**config.mk**
```make
export PLATFORM = sky130hd
export DESIGN_NAME = decoder_scan
export DESIGN_NICKNAME = d
export VERILOG_FILES = /design/src/rtl/decoder_scan.sv
export SDC_FILE = /design/constraint.sdc
export NUM_CORES = 1
export LEC_CHECK = 0
export CAP_MARGIN = 20
export CORE_MARGIN = 2
export CORE_UTILIZATION = 30
export DETAILED_ROUTE_END_ITERATION = 10
export SLEW_MARGIN = 20
export SYNTH_ARGS = -nofsm -noshare
export SYNTH_HDL_FRONTEND = slang
export SYNTH_SLANG_ARGS = --single-unit
```
**constraint.sdc**
```tcl
create_clock -name clk -period 2.3 [get_ports clk]
set_input_delay 0.23 -clock clk [delete_from_list [all_inputs] [get_ports clk]]
set_output_delay 0.23 -clock clk [all_outputs]
set_load 0.005 [all_outputs]
```
**src/rtl/decoder_scan.sv**
```systemverilog
// decoder_scan: registered N-to-2^N one-hot decoder with enable and an
// autonomous scan mode. In direct mode the output is the decoded select (A).
// In scan mode the output steps through indices from the start index up to
// LAST and wraps to 0, holding each index for DIV+1 enabled cycles. While E
// is low the output is blanked and all scan state is frozen.
module decoder_scan #(
  parameter int N  = 2,
  parameter int DW = 8
) (
  input  logic             clk,
  input  logic             rst_n,
  input  logic [N-1:0]     A,
  input  logic             E,
  input  logic             MODE,
  input  logic [DW-1:0]    DIV,
  input  logic [N-1:0]     LAST,
  output logic [2**N-1:0]  Y,
  output logic [N-1:0]     IDX,
  output logic             WRAP
);

  localparam int W = 2 ** N;

  // Operating state: last enabled edge was a direct decode, or a scan is running.
  localparam logic DIRECT = 1'b0;
  localparam logic SCAN   = 1'b1;

  logic          state_q, state_d;
  logic [N-1:0]  idx_q,   idx_d;
  logic [DW-1:0] dwell_q, dwell_d;
  logic [W-1:0]  y_q,     y_d;
  logic          wrap_q,  wrap_d;

  logic          at_last;
  logic [N-1:0]  next_idx;
  logic [N-1:0]  start_idx;

  function automatic logic [W-1:0] onehot(input logic [N-1:0] sel);
    onehot = W'(1) << sel;
  endfunction

  // Index arithmetic: the step target, and the clamped scan start index.
  // ">=" rather than "==" so that lowering LAST below the current index
  // still wraps on the next step instead of running off the end.
  always_comb begin
    at_last   = (idx_q >= LAST);
    next_idx  = at_last ? '0 : idx_q + N'(1);
    start_idx = (A > LAST) ? '0 : A;
  end

  // Next-state decision for one enabled or disabled clock edge.
  always_comb begin
    // NOTE: every variable gets a default before any branch so that paths
    // which do not mention it cannot infer a latch.
    state_d = state_q;
    idx_d   = idx_q;
    dwell_d = dwell_q;
    y_d     = '0;
    wrap_d  = 1'b0;
    if (E) begin
      if (!MODE) begin
        // Direct decode; also arms a fresh scan entry for a later MODE=1.
        state_d = DIRECT;
        idx_d   = A;
        dwell_d = '0;
        y_d     = onehot(A);
      end else if (state_q == DIRECT) begin
        // Scan entry: present the start index, never a wrap.
        state_d = SCAN;
        idx_d   = start_idx;
        dwell_d = '0;
        y_d     = onehot(start_idx);
      end else if (dwell_q < DIV) begin
        // Still dwelling: keep presenting the held index (also re-lights Y
        // after a pause).
        dwell_d = dwell_q + DW'(1);
        y_d     = onehot(idx_q);
      end else begin
        // Dwell complete: step, flagging a wrap back to index 0.
        dwell_d = '0;
        idx_d   = next_idx;
        y_d     = onehot(next_idx);
        wrap_d  = at_last;
      end
    end
  end

  // State and output registers; reset takes effect immediately.
  always_ff @(posedge clk or negedge rst_n) begin
    if (!rst_n) begin
      state_q <= DIRECT;
      idx_q   <= '0;
      dwell_q <= '0;
      y_q     <= '0;
      wrap_q  <= 1'b0;
    end else begin
      // NOTE: non-blocking assignments so all registers update together
      // from values sampled at the same edge.
      state_q <= state_d;
      idx_q   <= idx_d;
      dwell_q <= dwell_d;
      y_q     <= y_d;
      wrap_q  <= wrap_d;
    end
  end

  assign Y    = y_q;
  assign IDX  = idx_q;
  assign WRAP = wrap_q;

endmodule

```
==> results of run 1 <==
==> registers in the layout, summed over array words and instances (netlist names) <==
| name | count |
|---|---|
| WRAP | 1 |
| state_q | 1 |
| dwell_q | 8 |
| IDX | 2 |
| Y | 4 |
==> per-layer routing <==
layer,global-route usage (%),vias to the layer above,wire length (um)
li1,-,470,-
met4,3.261,0,0
met3,2.641,0,128
met2,22.01,28,1114
met5,0,-,0
met1,16.56,429,1084
==> cell families (layout without fill, tap and decap cells) <==
kind of cell / Yosys count / in the layout / share of synthesized area, %
AO/OA/AOI/OAI: 31 / 31 / 21.42
buffers and inverters: 13 / 46 / 4.540
flip-flops: 16 / 16 / 37.25
AND/OR/NAND/NOR: 33 / 33 / 18.39
adder cells (fa/ha/maj): 12 / 12 / 13.97
multiplexers: 2 / 2 / 1.979
XOR/XNOR: 3 / 3 / 2.445
==> metrics by stage <==
step / total power, mW / util [%]
after detailed placement: 0.5058 / 41.57
after global routing: 0.7389 / 42.64
final: 0.6870 / 42.64
after global placement: 0.5004 / 41.57
after floorplan: 0.4093 / -
after CTS: 0.6933 / 42.64
==> worst max-delay path, cell delays in order, from the launching register on <==
cell,delay [ps]
sky130_fd_sc_hd__dfrtp_1,440
sky130_fd_sc_hd__ha_1,310
sky130_fd_sc_hd__a211o_1,120
sky130_fd_sc_hd__a31oi_1,60
sky130_fd_sc_hd__buf_4,160
sky130_fd_sc_hd__o21a_4,210
sky130_fd_sc_hd__or4_4,530
sky130_fd_sc_hd__nand3_1,110
sky130_fd_sc_hd__nor3b_2,160
==> synth_stat cells, drive strengths merged, types with 3 or more instances <==
master,instances
nand3,6
a21oi,5
nor2b,3
o21ai,12
inv,12
dfrtp,16
nand2,7
ha,12
==> worst max-delay path by stage <==
stage	depth (start not counted)	from	endpoint	slack, ps
after floorplan	7	dwell_q[6]	Y[3]	280
after global placement	9	DIV[6]	Y[3]	-110
after detailed placement	10	DIV[2]	Y[2]	-150
after CTS	8	dwell_q[2]	Y[2]	130
after global routing	8	dwell_q[2]	Y[2]	30
final	8	dwell_q[2]	Y[2]	140
==> layout make-up <==
type	count	area share [%]
clock buffer	4	2.511
inverter	12	3.117
multi-input combinational	81	43.29
sequential	16	27.71
tap	46	3.983
timing repair buffer	30	19.39
==> power groups by stage <==
stage	clock network, mW	logic (mW)	registers [mW]
2_1_floorplan	0	0.0896	0.320
3_3_place_gp	0	0.182	0.319
3_5_place_dp	0	0.186	0.320
4_1_cts	0.191	0.188	0.315
5_1_grt	0.211	0.211	0.317
6_report	0.187	0.186	0.314
==> results.json, run 1 <==
{
  "preCtsSetupSlack_ps": -145.6,
  "dieHeight_um": 63.86,
  "clkTransAtPathRegs_ps": 100,
  "post_synthesis_net_count": 138,
  "drtPass1Iterations": 4,
  "power.share.sequential_pct": 45.7,
  "detail_route.wirelength_mm": 2.327,
  "report.final.setup_viol": 0,
  "max_cap_viol_count": 0,
  "core_area_sq_um": 3390,
  "clockPowerShare_pct": 27.3,
  "rsz0062_at_grt": "false",
  "timing.max_slew.rel_slack_pct": 49.44,
  "synth_cells": 110,
  "die_width_um": 63.86,
  "drtAntennaViolNets": 0,
  "timing.critical_path.from_type": "flop",
  "crit_type": "flop to flop",
  "grt_start_max_net_pins": 17,
  "achievable-frequency_ghz": 0.4638,
  "power_frac_comb_pct": 27.0,
  "port_buffers": 22,
  "synth-edff-count": 0,
  "worst_path_fanout_max": 5,
  "clock_tree.buffer_depth": 2,
  "r2r-end": "Y[2]",
  "timing_hold_violations_final": 0,
  "end_kind": "flop",
  "timing.hold.worst.class": "input port to asynchronous set/reset pin",
  "yosysUniqueCellTypes": 36,
  "async_reset_ff_share_pct": 100.0,
  "yosys_warnings": 0,
  "synth_largest_type_area_fraction_pct": 37.25,
  "ant_diodes": 0,
  "multi_input_area_sq_um": 625.6,
  "power_density_nw_per_um2": 475.4,
  "timing_max_transition_violations_final": 0,
  "switching_share_pct": 27.90,
  "mostFrequentLayoutCell": "sky130_fd_sc_hd__clkdlybuf4s50_1",
  "post_cts_buffers": 0,
  "leakage_nw": 0.6792,
  "vdd_ir_drop_max_mv": 0.1806,
  "drt-initial-drc-count": 22,
  "drcViolationCount": 0,
  "period_needed_ps": 2156,
  "detailedPlacementHpwl_mm": 1.879,
  "cts_made_buffers": 3,
  "yosys_most_used_dff": "sky130_fd_sc_hd__dfrtp_1",
  "final_design_area_no_fill_sq_um": 1445,
  "clock-root-buffer": "sky130_fd_sc_hd__clkbuf_4",
  "fillCellCount": 332,
  "internal_power_uw": 495.3,
  "synth_largest_area_cell": "sky130_fd_sc_hd__dfrtp_1",
  "start_util_pct": 31.71,
  "totalNegativeSetupSlack_ps": 0,
  "tritoncts": "yes",
  "min_period_over_period_pct": 93.73,
  "gr_usage_total_pct": 12.90,
  "status": "completed",
  "fin_worst_hold_slack_ps": 382.0,
  "grt_pass1_vias": 968,
  "mostFrequentLayoutCells": "sky130_fd_sc_hd__clkdlybuf4s50_1, sky130_fd_sc_hd__dfrtp_1, sky130_fd_sc_hd__inv_1, sky130_fd_sc_hd__ha_1, sky130_fd_sc_hd__o21ai_0",
  "dp_cells": 185,
  "fin_nets": 172,
  "design.portCount": 23,
  "cts.sink_count": 16,
  "stdcell_count": 189,
  "worst-endpoint-arrival_ps": 2370,
  "flow.area_growth_from_synthesis_pct": 34.46,
  "global_route.overflow_total": 0,
  "yosysSeqAreaShare_pct": 37.25,
  "worst-r2r-setup-slack_ps": 140,
  "r2r_start": "dwell_q[2]",
  "sequential_cell_area_sq_um": 400.4,
  "drive_above_1_share_pct": 13.29,
  "antenna_violations_before_repair": 0,
  "placementRows": 21,
  "tightestPinTransition_ps": 756.0,
  "clock_skew_ps": 1.724,
  "first_pass_grt_wire_length_mm": 4.243,
  "clk_latency_ps": 280,
  "global_placement_routability_congestion": 0.7542,
  "die_area_sq_um": 4077,
  "postPlaceCellArea_sq_um": 1409,
  "synth_area_per_cell_sq_um": 9.771,
  "synthesis.area_sq_um": 1075,
  "sw_pwr_uw": 191.7,
  "route.detailed.vias_per_inst": 4.905,
  "cts_htree_levels": 1,
  "vias": 927,
  "post_drt_wl_per_cell_um": 12.31,
  "yosys_register_bits": 16,
  "finalWorstSetupSlack_ps": 144.1,
  "cp.required_ps": 2510,
  "r2r.worst_path.cells": 8,
  "ctsResizeCount": 0,
  "ys_top_cells_by_area": "sky130_fd_sc_hd__dfrtp_1, sky130_fd_sc_hd__ha_1, sky130_fd_sc_hd__o21ai_0",
  "hold_buffers": 0
}
No activity file was read; power rests on OpenSTA's default activity.
==> run 2, diff against run 1 <==
--- a/config.mk
+++ b/config.mk
@@ -8,6 +8,7 @@
 export CAP_MARGIN = 20
 export CORE_MARGIN = 2
 export CORE_UTILIZATION = 30
+export CTS_CLUSTER_SIZE = 10
 export DETAILED_ROUTE_END_ITERATION = 10
 export SLEW_MARGIN = 20
 export SYNTH_ARGS = -nofsm -noshare
==> results of run 2 <==
The final DEF is identical to that of run 1; final timing and power are the same.
==> run 3, diff against run 2 <==
--- a/config.mk
+++ b/config.mk
@@ -10,6 +10,7 @@
 export CORE_UTILIZATION = 30
 export CTS_CLUSTER_SIZE = 10
 export DETAILED_ROUTE_END_ITERATION = 10
+export RECOVER_POWER = 100
 export SLEW_MARGIN = 20
 export SYNTH_ARGS = -nofsm -noshare
 export SYNTH_HDL_FRONTEND = slang
==> run 3 against run 2 <==
Net effect: clock skew fell by 1.1 ps; sequential share of layout area rose by 0.072 points; cell count did not move; largest cell class unchanged; first-iteration DRC count fell by 23%; critical path depth did not move; global-route usage did not move.
==> results.json, run 3 (same netlist as run 1, synthesis figures left out) <==
{
  "critPathSlowestCell": "sky130_fd_sc_hd__or4_4",
  "placementRows": 21,
  "min_period_over_period_pct": 93.99,
  "start_util_pct": 31.71,
  "postLayoutCoreUtil_pct": 42.52,
  "cts.sink_count": 16,
  "timing.hold.worst.class": "input port to asynchronous set/reset pin",
  "power_frac_comb_pct": 26.3,
  "global_placement_routability_congestion": 0.7542,
  "clock-root-buffer": "sky130_fd_sc_hd__clkbuf_4",
  "power.share.sequential_pct": 46.0,
  "gr_usage_total_pct": 12.90,
  "vias": 915,
  "port_buffers": 22,
  "postPlaceCellArea_sq_um": 1409,
  "worst_path_fanout_max": 5,
  "period_needed_ps": 2162,
  "ctsResizeCount": 0,
  "mostFrequentLayoutCells": "sky130_fd_sc_hd__dfrtp_1, sky130_fd_sc_hd__clkdlybuf4s50_1, sky130_fd_sc_hd__inv_1, sky130_fd_sc_hd__ha_1, sky130_fd_sc_hd__o21ai_0",
  "dp_cells": 185,
  "clkTransAtPathRegs_ps": 100,
  "cp.required_ps": 2510,
  "drive_above_1_share_pct": 12.59,
  "power_density_nw_per_um2": 472.3,
  "antenna_violations_before_repair": 0,
  "clk_latency_ps": 280,
  "finalPower_uw": 680.8,
  "grt_pass1_vias": 968,
  "timing.critical_path.slowest_cell_delay_ps": 530,
  "first_pass_grt_wire_length_mm": 4.243,
  "design.portCount": 23,
  "internal_power_uw": 488.5,
  "timing_max_transition_violations_final": 0,
  "fin_nets": 172,
  "cts_made_buffers": 3,
  "largest_register_ffs": 8,
  "crit_type": "flop to flop",
  "detailedPlacementHpwl_mm": 1.879,
  "cts_htree_levels": 1,
  "crit_path_cell_trace": "ha_1 -> a211o_1 -> a31oi_1 -> clkbuf_4 -> o21a_4 -> or4_4 -> nand3_1 -> nor3b_2",
  "flow.area_growth_from_synthesis_pct": 34.11,
  "status": "completed",
  "tightestPinTransition_ps": 753.2,
  "final_design_area_no_fill_sq_um": 1441,
  "critical-path-top-delay-family": "simple AND/OR/NAND/NOR gates",
  "die_area_sq_um": 4077,
  "sw_pwr_uw": 192.2,
  "worst-endpoint-arrival_ps": 2370,
  "core_area_sq_um": 3390,
  "switching_share_pct": 28.24,
  "clock_tree.buffer_depth": 2,
  "rsz0062_at_grt": "false",
  "ant_diodes": 0,
  "post_cts_buffers": 0,
  "grt_start_max_net_pins": 17,
  "drtAntennaViolNets": 0,
  "achievable-frequency_ghz": 0.4626,
  "hold_buffers": 0,
  "leakage_nw": 0.6925,
  "timing.max_slew.rel_slack_pct": 49.62,
  "critPathBufInv": 1,
  "mostFrequentLayoutCell": "sky130_fd_sc_hd__dfrtp_1",
  "detail_route.wirelength_mm": 2.316,
  "clock_skew_ps": 0.6455,
  "max_flop_register": "dwell_q",
  "stdcell_count": 189,
  "clockPowerShare_pct": 27.7,
  "vdd_ir_drop_max_mv": 0.1806,
  "report.final.setup_viol": 0,
  "drcViolationCount": 0,
  "post_drt_wl_per_cell_um": 12.25,
  "route.detailed.vias_per_inst": 4.841,
  "max_cap_viol_count": 0,
  "die_width_um": 63.86,
  "drtPass1Iterations": 4,
  "end_kind": "flop",
  "timing.critical_path.from_type": "flop",
  "tritoncts": "yes",
  "global_route.overflow_total": 0,
  "totalNegativeSetupSlack_ps": 0,
  "dieHeight_um": 63.86,
  "drt-initial-drc-count": 17,
  "timing_hold_violations_final": 0
}
## run 3: changes by cell type in the layout (fill, tap and decap cells not counted)
| cell | previous run | this run |
|---|---|---|
| sky130_fd_sc_hd__clkbuf_1 | 0 | 1 |
| sky130_fd_sc_hd__buf_4 | 8 | 4 |
| sky130_fd_sc_hd__clkdlybuf4s50_1 | 22 | 13 |
| sky130_fd_sc_hd__clkbuf_4 | 3 | 6 |
| sky130_fd_sc_hd__dlygate4sd3_1 | 0 | 9 |
## run 3: final timing paths
path	from	end	slack, ps	cells past startpoint
max	dwell_q[2]	Y[2]	140	8
min	rst_n	dwell_q[3]	450	1
max reg2reg	dwell_q[2]	Y[2]	140	8
min reg2reg	dwell_q[0]	dwell_q[0]	550	1
max in group asynchronous	rst_n	Y[3]	1390	1
min in group clk	dwell_q[0]	dwell_q[0]	550	1
## run 3: final cells by class
cell class	instances	area [sq um]
well taps	46	57.56
multi-input cells	81	625.6
repair buffers	30	276.5
flip-flops and latches	16	400.4
inverters	12	45.04
clock buffers	4	36.28
fillers	333	1948
## run 3: worst reg2reg max path, cell delays in order, from the launching register on
cell                       delay (ps)
sky130_fd_sc_hd__dfrtp_1          440
sky130_fd_sc_hd__ha_1             310
sky130_fd_sc_hd__a211o_1          120
sky130_fd_sc_hd__a31oi_1           60
sky130_fd_sc_hd__clkbuf_4         160
sky130_fd_sc_hd__o21a_4           210
sky130_fd_sc_hd__or4_4            530
sky130_fd_sc_hd__nand3_1          110
sky130_fd_sc_hd__nor3b_2          170
## run 3: power groups by stage
| stage | registers, mW | clock network, mW | logic (mW) |
|---|---|---|---|
| finish | 0.313 | 0.189 | 0.179 |
| global route | 0.317 | 0.211 | 0.204 |
| CTS | 0.315 | 0.191 | 0.188 |
| detailed placement | 0.320 | 0 | 0.186 |
| global placement | 0.319 | 0 | 0.182 |
| floorplan | 0.320 | 0 | 0.0896 |
## run 3: metal layers
| metal | global-route usage (%) | part of all wire (%) | vias to the layer above |
|---|---|---|---|
| met5 | 0 | 0 | - |
| met3 | 2.641 | 4.5 | 0 |
| li1 | - | - | 472 |
| met1 | 16.56 | 48 | 422 |
| met4 | 3.261 | 0 | 0 |
| met2 | 22.01 | 47 | 21 |
## run 3: stage by stage
step	hold WS [ps]	setup slack [ps]
2_1_floorplan	-65.59	284.3
3_3_place_gp	522.5	-108.6
3_5_place_dp	536.9	-145.6
4_1_cts	405.2	131.8
5_1_grt	481.2	26.79
6_report	447.1	138.2
